<file path="src/rtl/cache_pkg.sv">
// Shared state encoding, default-geometry widths and address-field helpers
// for the direct-mapped write-through data cache.
package cache_pkg;

    typedef enum logic [1:0] {IDLE, REFILL, WRITE, WDONE} state_t;

    localparam int ADDR_W_DFLT     = 32;
    localparam int LINE_WORDS_DFLT = 4;
    localparam int NUM_LINES_DFLT  = 16;

    localparam int OFFSET_W = $clog2(LINE_WORDS_DFLT);
    localparam int INDEX_W  = $clog2(NUM_LINES_DFLT);
    localparam int TAG_W    = ADDR_W_DFLT - INDEX_W - OFFSET_W - 2;

    // Generic bit-field extraction; callers size-cast the result to the field width.
    function automatic logic [63:0] addr_field(input logic [63:0] addr, input int lsb,
                                               input int width);
        logic [63:0] mask;
        mask = (64'd1 << width) - 64'd1;
        return (addr >> lsb) & mask;
    endfunction

    function automatic logic [63:0] word_offset(input logic [63:0] addr, input int offset_w);
        return addr_field(addr, 2, offset_w);
    endfunction

    function automatic logic [63:0] line_index(input logic [63:0] addr, input int offset_w,
                                               input int index_w);
        return addr_field(addr, 2 + offset_w, index_w);
    endfunction

    function automatic logic [63:0] line_tag(input logic [63:0] addr, input int offset_w,
                                             input int index_w, input int tag_w);
        return addr_field(addr, 2 + offset_w + index_w, tag_w);
    endfunction

endpackage

</file>
<file path="src/rtl/dcache_array.sv">
// Valid bits, tag RAM and data RAM for the direct-mapped cache.
// Reads are asynchronous; word, tag and valid updates happen on the clock edge.
module dcache_array #(
    parameter int DATA_W     = 32,
    parameter int LINE_WORDS = 4,
    parameter int NUM_LINES  = 16,
    parameter int OFFSET_W   = 2,
    parameter int INDEX_W    = 4,
    parameter int TAG_W      = 24
) (
    input  logic                clk,
    input  logic                rst,
    input  logic [INDEX_W-1:0]  rd_index,
    input  logic [OFFSET_W-1:0] rd_offset,
    output logic                rd_valid,
    output logic [TAG_W-1:0]    rd_tag,
    output logic [DATA_W-1:0]   rd_data,
    input  logic                word_we,
    input  logic [INDEX_W-1:0]  wr_index,
    input  logic [OFFSET_W-1:0] wr_offset,
    input  logic [DATA_W-1:0]   wr_data,
    input  logic                tag_we,
    input  logic [TAG_W-1:0]    wr_tag,
    input  logic                inval
);

    logic [NUM_LINES-1:0] valid;
    logic [TAG_W-1:0]     tag_ram  [NUM_LINES];
    logic [DATA_W-1:0]    data_ram [NUM_LINES][LINE_WORDS];

    assign rd_valid = valid[rd_index];
    assign rd_tag   = tag_ram[rd_index];
    assign rd_data  = data_ram[rd_index][rd_offset];

    // Reset wins so an aborted refill can never leave its line marked valid.
    always_ff @(posedge clk) begin
        if (rst) begin
            valid <= '0;
        end else if (tag_we) begin
            valid[wr_index] <= 1'b1;
        end else if (inval) begin
            valid[wr_index] <= 1'b0;
        end
    end

    always_ff @(posedge clk) begin
        if (tag_we) begin
            tag_ram[wr_index] <= wr_tag;
        end
    end

    always_ff @(posedge clk) begin
        if (word_we) begin
            data_ram[wr_index][wr_offset] <= wr_data;
        end
    end

endmodule

</file>
<file path="src/rtl/dcache_ctrl.sv">
// Direct-mapped, write-through, no-write-allocate data cache controller:
// zero-cycle load hits, full-line refill on a load miss, stall on every store.
module dcache_ctrl
    import cache_pkg::*;
#(
    parameter int ADDR_W     = 32,
    parameter int DATA_W     = 32,
    parameter int LINE_WORDS = 4,
    parameter int NUM_LINES  = 16
) (
    input  logic              CLK,
    input  logic              RST,
    input  logic              MemRead,
    input  logic              MemWrite,
    input  logic [ADDR_W-1:0] Addr,
    input  logic [DATA_W-1:0] WriteData,
    output logic [DATA_W-1:0] ReadData,
    output logic              Stall,
    output logic              mem_rd_req,
    output logic              mem_wr_req,
    output logic [ADDR_W-1:0] mem_addr,
    output logic [DATA_W-1:0] mem_wdata,
    input  logic [DATA_W-1:0] mem_rdata,
    input  logic              mem_ack,
    output logic [31:0]       HitCount,
    output logic [31:0]       MissCount
);

    localparam int OFF_W = $clog2(LINE_WORDS);
    localparam int IDX_W = $clog2(NUM_LINES);
    localparam int TG_W  = ADDR_W - IDX_W - OFF_W - 2;

    state_t            state;
    logic [TG_W-1:0]   lat_tag;
    logic [IDX_W-1:0]  lat_index;
    logic [OFF_W-1:0]  cnt;

    logic [OFF_W-1:0]  cur_offset;
    logic [IDX_W-1:0]  cur_index;
    logic [TG_W-1:0]   cur_tag;
    logic              rd_valid;
    logic [TG_W-1:0]   rd_tag;
    logic [DATA_W-1:0] rd_data;
    logic              hit;
    logic              load_req;
    logic              last_word;

    logic              word_we;
    logic              tag_we;
    logic              inval;
    logic [IDX_W-1:0]  wr_index;
    logic [OFF_W-1:0]  wr_offset;
    logic [DATA_W-1:0] wr_data;

    assign cur_offset = OFF_W'(word_offset(64'(Addr), OFF_W));
    assign cur_index  = IDX_W'(line_index(64'(Addr), OFF_W, IDX_W));
    assign cur_tag    = TG_W'(line_tag(64'(Addr), OFF_W, IDX_W, TG_W));

    assign hit       = rd_valid && (rd_tag == cur_tag);
    assign load_req  = MemRead && !MemWrite;
    assign last_word = (cnt == OFF_W'(LINE_WORDS - 1));

    dcache_array #(
        .DATA_W    (DATA_W),
        .LINE_WORDS(LINE_WORDS),
        .NUM_LINES (NUM_LINES),
        .OFFSET_W  (OFF_W),
        .INDEX_W   (IDX_W),
        .TAG_W     (TG_W)
    ) u_array (
        .clk      (CLK),
        .rst      (RST),
        .rd_index (cur_index),
        .rd_offset(cur_offset),
        .rd_valid (rd_valid),
        .rd_tag   (rd_tag),
        .rd_data  (rd_data),
        .word_we  (word_we),
        .wr_index (wr_index),
        .wr_offset(wr_offset),
        .wr_data  (wr_data),
        .tag_we   (tag_we),
        .wr_tag   (lat_tag),
        .inval    (inval)
    );

    // Refill writes target the latched line; store-hit updates target the live address.
    always_comb begin
        word_we   = 1'b0;
        tag_we    = 1'b0;
        inval     = 1'b0;
        wr_index  = cur_index;
        wr_offset = cur_offset;
        wr_data   = WriteData;
        case (state)
            IDLE: begin
                inval = load_req && !hit;
            end
            REFILL: begin
                wr_index  = lat_index;
                wr_offset = cnt;
                wr_data   = mem_rdata;
                word_we   = mem_ack && !RST;
                tag_we    = mem_ack && last_word && !RST;
            end
            WRITE: begin
                word_we = mem_ack && hit && !RST;
            end
            default: ;
        endcase
    end

    always_comb begin
        Stall     = 1'b0;
        ReadData  = '0;
        mem_addr  = '0;
        mem_wdata = '0;
        case (state)
            IDLE: begin
                Stall = MemWrite || (MemRead && !hit);
                if (load_req && hit) begin
                    ReadData = rd_data;
                end
            end
            REFILL: begin
                Stall    = 1'b1;
                mem_addr = {lat_tag, lat_index, cnt, 2'b00};
            end
            WRITE: begin
                Stall     = 1'b1;
                mem_addr  = {Addr[ADDR_W-1:2], 2'b00};
                mem_wdata = WriteData;
            end
            default: ;
        endcase
    end

    assign mem_rd_req = (state == REFILL);
    assign mem_wr_req = (state == WRITE);

    // An ack seen in IDLE or WDONE falls through every branch below and is dropped.
    always_ff @(posedge CLK) begin
        if (RST) begin
            state     <= IDLE;
            HitCount  <= '0;
            MissCount <= '0;
        end else begin
            case (state)
                IDLE: begin
                    if (MemWrite) begin
                        state <= WRITE;
                    end else if (MemRead) begin
                        if (hit) begin
                            HitCount <= HitCount + 32'd1;
                        end else begin
                            MissCount <= MissCount + 32'd1;
                            lat_tag   <= cur_tag;
                            lat_index <= cur_index;
                            cnt       <= '0;
                            state     <= REFILL;
                        end
                    end
                end
                REFILL: begin
                    if (mem_ack) begin
                        cnt <= cnt + 1'b1;
                        if (last_word) begin
                            state <= IDLE;
                        end
                    end
                end
                WRITE: begin
                    if (mem_ack) begin
                        state <= WDONE;
                    end
                end
                WDONE: begin
                    state <= IDLE;
                end
                default: state <= IDLE;
            endcase
        end
    end

endmodule

</file>
<file path="config.mk">
export PLATFORM = sky130hd
export DESIGN_NAME = dcache_ctrl
export DESIGN_NICKNAME = d
export VERILOG_FILES = /design/src/rtl/cache_pkg.sv /design/src/rtl/dcache_array.sv /design/src/rtl/dcache_ctrl.sv
export SDC_FILE = /design/constraint.sdc
export NUM_CORES = 2
export LEC_CHECK = 0
export ABC_CLOCK_PERIOD_IN_PS = 19080
export CAP_MARGIN = 15
export CELL_PAD_IN_SITES_DETAIL_PLACEMENT = 1
export CELL_PAD_IN_SITES_GLOBAL_PLACEMENT = 2
export CORE_ASPECT_RATIO = 0.5
export CORE_UTILIZATION = 53
export DETAILED_ROUTE_END_ITERATION = 16
export GPL_TIMING_DRIVEN = 1
export PLACE_DENSITY_LB_ADDON = 0.1
export SETUP_SLACK_MARGIN = 0.05
export SYNTH_ARGS = -nofsm -noshare
export SYNTH_HDL_FRONTEND = slang
export SYNTH_SLANG_ARGS = --single-unit
</file>
<file path="constraint.sdc">
create_clock -name CLK -period 19.08 [get_ports CLK]
set_input_delay 3.816 -clock CLK [delete_from_list [all_inputs] [get_ports CLK]]
set_output_delay 3.816 -clock CLK [all_outputs]
set_load 0.1 [all_outputs]
</file>
# Yosys cells after proc, flatten, opt, wreduce, memory -nomap -nowiden
# Memories as Yosys holds them, arrays and structs flattened.
# Index checks and enable logic that the tools add are counted.
classes:
  addsub: 3
  n_lt_le_gt_ge: 6
  eq_ne: 13
  mux: 38
  bitwise_logic: 8
  n_reduce_logical: 25
op_table:
  columns: ["op", "n"]
  rows:
  - ["32-bit 2-to-1 mux", 7]
  - ["128-bit 2-to-1 mux", 1]
  - ["32-bit by 1-bit adder with 32-bit output (second input constant)", 2]
  - ["32-bit binary-select mux with 2-bit select", 1]
  - ["32-bit demux with 2-bit select", 1]
  - ["32-bit one-hot mux with 2 select lines", 1]
  - ["16-bit 2-to-1 mux", 2]
  - ["24-bit equality test", 1]
  - ["2-bit 2-to-1 mux", 11]
  - ["16-bit AND", 1]
  - ["16-bit inverter", 1]
  - ["16-bit OR", 1]
  - ["1-bit logical AND", 12]
  - ["4-bit by 5-bit less-than comparator with 1-bit output (second input constant)", 2]
  - ["5-bit AND reduction", 2]
  - ["2-bit one-hot mux with 4 select lines", 1]
  - ["4-bit AND reduction", 2]
  - ["1-bit 2-to-1 mux", 7]
  - ["2-bit equality test (second input constant)", 3]
  - ["3-bit greater-or-equal comparator (second input constant)", 2]
  - ["2-bit by 1-bit != test with 1-bit output (second input constant)", 3]
  - ["2-bit != test (second input constant)", 3]
  - ["3-bit != test (second input constant)", 2]
  - ["2-bit inverter with 3-bit output", 2]
  - ["16 further kinds", 22]
totals:
  regBits: 112
  ramBits: 2432
  inputBits: 101
  output_inout_bits: 163
  n_memories: 2
memory_table:
  columns: ["memory", "words", "word_bits", "read_ports", "rd_ports_with_merged_regs", "wr", "line", "text"]
  rows:
  - ["u_array.data_ram", 16, 128, 1, 0, 1, "dcache_array.sv:29", "logic [DATA_W-1:0] data_ram [NUM_LINES][LINE_WORDS];"]
  - ["u_array.tag_ram", 16, 24, 1, 0, 1, "dcache_array.sv:28", "logic [TAG_W-1:0] tag_ram [NUM_LINES];"]

# Logic depth before layout (Yosys ltp)
depth:
  ltp_word: 10
  mapped_depth: 17

# By module
# A second synthesis with hierarchy kept.
unflattened:
  cells_unflattened: 4691
  hier_area_um2: 98908.6
modules_own_cells:
  columns: ["mod", "instances", "cells_each", "area_each_um2"]
  rows:
  - ["dcache_array", 1, 3996, 92891.6]
  - ["dcache_ctrl", 1, 695, 6017.0]

# Least setup slack after synthesis
# No wires, ideal clock.
synth_path:
  path_kind: "input port to output port"
  startpoint: "input Addr[4]"
  endpoint: "output Stall"
  t_arrival_ps: 8339
  path_slack_ps: 6925
  stages: 15
  n_path_buf: 7
  path_cell_list: "buf_6 buf_6 buf_8 buf_6 mux4_2 a221oi_2 xnor2_1 nor2_1 nand4_1 or3_4 buf_6 buf_2 buf_2 a211oi_1 nor3_1"
synth_via:
  elab_chain_cells: 7
synth_lines:
  columns: ["element", "line", "text"]
  rows:
  - ["start, declared", "dcache_ctrl.sv:15", "input logic [ADDR_W-1:0] Addr,"]
  - ["memory read 16 x 24 bit or 1-bit binary-select mux with 4-bit select (tied branches)", null, null]
  - ["24-bit equality test or 1-bit 2-to-1 mux (tied branches)", "dcache_ctrl.sv:59, dcache_array.sv:31", null]
  - ["1-bit logical AND (*)", "dcache_ctrl.sv:59", "assign hit = rd_valid && (rd_tag == cur_tag);"]
  - ["1-bit logical NOT (*)", "dcache_ctrl.sv:120", "Stall = MemWrite || (MemRead && !hit);"]
  - ["1-bit logical AND (*)", "dcache_ctrl.sv:120", null]
  - ["1-bit logical OR (*)", "dcache_ctrl.sv:120", null]
  - ["1-bit one-hot mux with 2 select lines (*)", "dcache_ctrl.sv:118", "case (state)"]
  - ["end, declared", "dcache_ctrl.sv:18", "output logic Stall,"]
# Every way passes the cells marked *; elsewhere a longest branch is shown, timed or not. The select of a mux whose other input is x is not followed.

# Worst setup path after layout
layout_path:
  startpoint: "input Addr[4]"
  endpoint: "output ReadData[30]"
layout_via:
  elab_chain_cells: 6
layout_lines:
  columns: ["element", "line", "text"]
  rows:
  - ["memory read 16 x 24 bit (tied with other cells)", null, null]
  - ["24-bit equality test (tied with other cells)", "dcache_ctrl.sv:59", null]
  - ["1-bit logical AND or 32-bit 2-to-1 mux (tied branches)", "dcache_ctrl.sv:59, dcache_array.sv:33", null]
  - ["1-bit logical AND or 32-bit 2-to-1 mux (tied branches)", "dcache_ctrl.sv:121, dcache_array.sv:33", null]
  - ["32-bit 2-to-1 mux (*)", "dcache_ctrl.sv:121", "if (load_req && hit) begin"]
  - ["32-bit 2-to-1 mux (*)", "dcache_ctrl.sv:118", null]
  - ["end, declared", "dcache_ctrl.sv:17", "output logic [DATA_W-1:0] ReadData,"]
# Marked as above.

==> impl_metrics.py <==
metrics = {
    "clock_tree": {
        "clock_latency_ns": 0.89,
        "cts_hold_buf": 0,
        "clkSinkCount": 2544,
        "post_cts_resized": 0,
        "htreeDepth": 4,
        "cts_buffer_depth": 4,
        "root_buffer": "clkbuf_16",
        "cts_made_buffers": 220,
        "cts_tree": "yes",
        "path_clk_slew_ns": 0.06,
        "post_cts_buffers": 0,
    },
    "routing": {
        "first_pass_iters": 5,
        "routed_wl_mm": 266,
        "num_vias": 49700,
        "ant_nets": 0,
        "dr.first_iter.drc_count": 6509,
        "wl_per_cell_um": 35.2,
        "drc": 0,
        "viasPerCell": 6.56,
    },
    "timing": {
        "rsz0062_at_grt": "no",
        "period_needed_ns": 13.90,
        "timing.final.crit_share_pct": 72.9,
        "slew_headroom_pct": 19.8,
        "skew_ns": 0.0797,
        "worstMarginPinSlew_ns": 1.20,
        "setup_tns_ns": 0,
        "fmax_ghz": 0.0719,
        "setup_violations": 0,
        "maxSlewViolCount": 0,
        "hold_violations": 0,
    },
    "pwr": {
        "leakage_nw": 34.8,
        "p_total_mw": 12.4,
        "ir_worst_vdd_mv": 0.0720,
        "power.density_nw_per_um2": 110,
    },
    "critical_path": {
        "r2r_start": "u_array.tag_ram[15][22]",
        "crit_path_max_incr_delay_ns": 1.16,
        "crit_required_ns": 15.26,
        "r2r_slack_ns": 13.26,
        "reg2reg_depth": 10,
        "cp-start-kind": "primary input",
        "cp_num_buf_inv": 5,
        "worstSetupEndpointType": "output pin",
        "cp_data_arrival_time_ns": 10.09,
        "crit_fanout": 96,
        "critPathMostFrequentCell": "buf_4",
        "crit_type": "primary input to output pin",
        "reg2reg_to": "u_array.data_ram[3][30]",
        "crit_slowest_cell": "clkdlybuf4s50_1",
        "path_delay_family": "buffers and inverters",
        "path_cells": "buf_8 > buf_12 > buf_4 > mux4_2 > a22oi_1 > nand2_1 > xor2_1 > nor4_1 > nand4_1 > buf_4 > or2_2 > nor2b_1 > clkdlybuf4s50_1",
    },
    "synthesis": {
        "syn_avg_cell_area_um2": 22.1,
        "synthArstFlopShare_pct": 0,
        "synth_area_leaders": "edfxtp_1 (74%), mux4_2 (17%), dfxtp_1 (1.6%)",
        "synth_compound_area_share_pct": 1.77,
        "netlist_instances": 4504,
        "synth.top_cell.area_share_pct": 74.2,
        "ys_seq_area_share_pct": 75.9,
        "yosys.area_share.simple_pct": 2.62,
        "synth_xor_area_share_pct": 0.220,
        "synth_top_family_by_area": "multiplexers",
        "synth_edf_count": 2462,
        "ys_ff_latch": 2544,
        "synthFlopType": "edfxtp_1",
        "yosys.area.top_type": "edfxtp_1",
        "synthAdderAreaFrac_pct": 0.0880,
        "syn-cell-area_um2": 99600,
        "synth_mux_area_share_pct": 18.2,
        "ys_warn_count": 0,
        "synth_cell_types": 69,
    },
    "finish": {
        "final_util_pct": 60.6,
        "layout_common_cells": "edfxtp_1 (2,462), mux4_2 (733), clkdlybuf4s50_1 (254)",
        "final_cells": 7568,
        "drive_gt1_share_pct": 27.2,
        "fin_nets": 4995,
        "nFillCells": 15200,
        "mostFrequentLayoutCell": "edfxtp_1",
        "seqCellArea_um2": 75600,
        "syn2layout_area_growth_pct": 13.6,
        "multi_input_area_um2": 23400,
    },
    "place": {
        "port_buffers": 259,
        "hpwl_mm": 145,
        "placedCellCount": 7162,
        "gp_routability_congestion": 0.786,
    },
    "min_path": {
        "holdPathStages": 2,
        "hold_end": "HitCount[12]",
        "hold_class": "flop to flop",
        "hp-start": "HitCount[12]",
    },
    "run_status": {
        "outcome": "finished clean",
    },
    "global_route": {
        "grt_first_pass_wirelength_mm": 373,
        "gr-total-overflow": 0,
        "grt_start_max_net_pins": 144,
        "grt_pass1_vias": 50400,
        "grt.total_usage_pct": 28.1,
        "antenna_found_initial": 16,
    },
    "floorplan": {
        "row_count": 112,
        "io_pins": 264,
        "start_util_pct": 53.4,
        "dieArea_um2": 190000,
        "die_h_um": 308,
        "die_w_um": 615,
        "core_area_um2": 187000,
    },
    "run": {
        "drv_cap": 0,
    },
}
[worst reg2reg max path, delay by kind of cell, from the launching register on]
kind            cells  cell delay, ns
mux                 1            0.50
compound gates      5            1.90
buf+inv             1            0.55
flops               1            0.37
simple gates        3            2.13
[Yosys cell counts, types with 5 or more instances]
cell,instances
a211oi_1,6
a21boi_0,6
a21oi_1,49
a221oi_1,11
a22o_1,8
a22oi_1,53
a31o_2,7
a31oi_1,5
and2_1,39
and3_1,14
buf_1,51
buf_2,22
buf_4,7
buf_6,12
clkbuf_1,159
dfxtp_1,82
edfxtp_1,2462
ha_1,7
inv_1,31
mux2_2,75
mux2i_1,73
mux4_2,733
nand2_1,69
nand2b_1,5
nand3_1,32
nand4_1,23
nor2_1,172
nor2b_1,84
nor3_1,14
nor4_1,13
o211ai_1,9
o21ai_0,26
o22ai_1,9
o311a_1,5
o311ai_0,5
o31ai_1,14
o41ai_1,6
or2_2,10
or3_1,7
or4_1,22
xnor2_1,17
xor2_1,8
[power breakdown]
group / switching (mW) / internal (mW) / total (mW)
Sequential: 0.0228 / 6.46 / 6.49
Combinational: 1.13 / 0.401 / 1.53
Clock: 2.00 / 2.43 / 4.43
[layer usage]
layer / GRT usage (%) / wire (µm) / vias up
met4: 5.23 / 4550 / 2
met2: 43.5 / 124000 / 2409
met5: 0 / 13 / -
li1: - / - / 19800
met3: 6.29 / 25000 / 340
met1: 41.9 / 112000 / 27100
[cell type report]
cell class	instances	area share, %
inverters	33	0.116
repair buffers	412	3.48
clock inverters	123	1.00
clock buffers	271	5.09
diodes	1	0.00221
flip-flops and latches	2544	66.8
multi-input cells	1676	20.7
well taps	2508	2.77
[through the flow]
step / area, µm² / hold slack (ns) / worst slack (ns)
after CTS: 113000 / 0.504 / 5.03
final: 113000 / 0.501 / 5.18
after floorplan: 99600 / 0.475 / 6.92
after detailed placement: 106000 / 0.491 / 5.08
after global routing: 113000 / 0.534 / 4.78
after global placement: 106000 / 0.472 / 5.25
[logic make-up after synthesis]
group | Yosys count
and+or+nand+nor | 514
DFF | 2544
muxes | 882
buffers and inverters | 285
AOI/OAI and AO/OA | 246
xor gates and xnor gates | 25
adders and majority gates | 7
other | 1
[sequential cells by signal, indices dropped and copies added, names as in the netlist, named ones only]
register	cells
MissCount	32
u_array.tag_ram	384
lat_tag	24
HitCount	32
u_array.data_ram	2048
state	2
cnt	2
lat_index	4
[worst max path at each step]
stage / from / to / slack (ns) / cells past startpoint
global placement: Addr[4] / ReadData[18] / 5.25 / 9
CTS: Addr[4] / ReadData[30] / 5.03 / 13
detailed placement: Addr[4] / ReadData[30] / 5.08 / 13
floorplan: Addr[4] / Stall / 6.92 / 15
finish: Addr[4] / ReadData[30] / 5.18 / 13
global route: Addr[4] / ReadData[30] / 4.78 / 13
(Power assumes the default switching activity.)
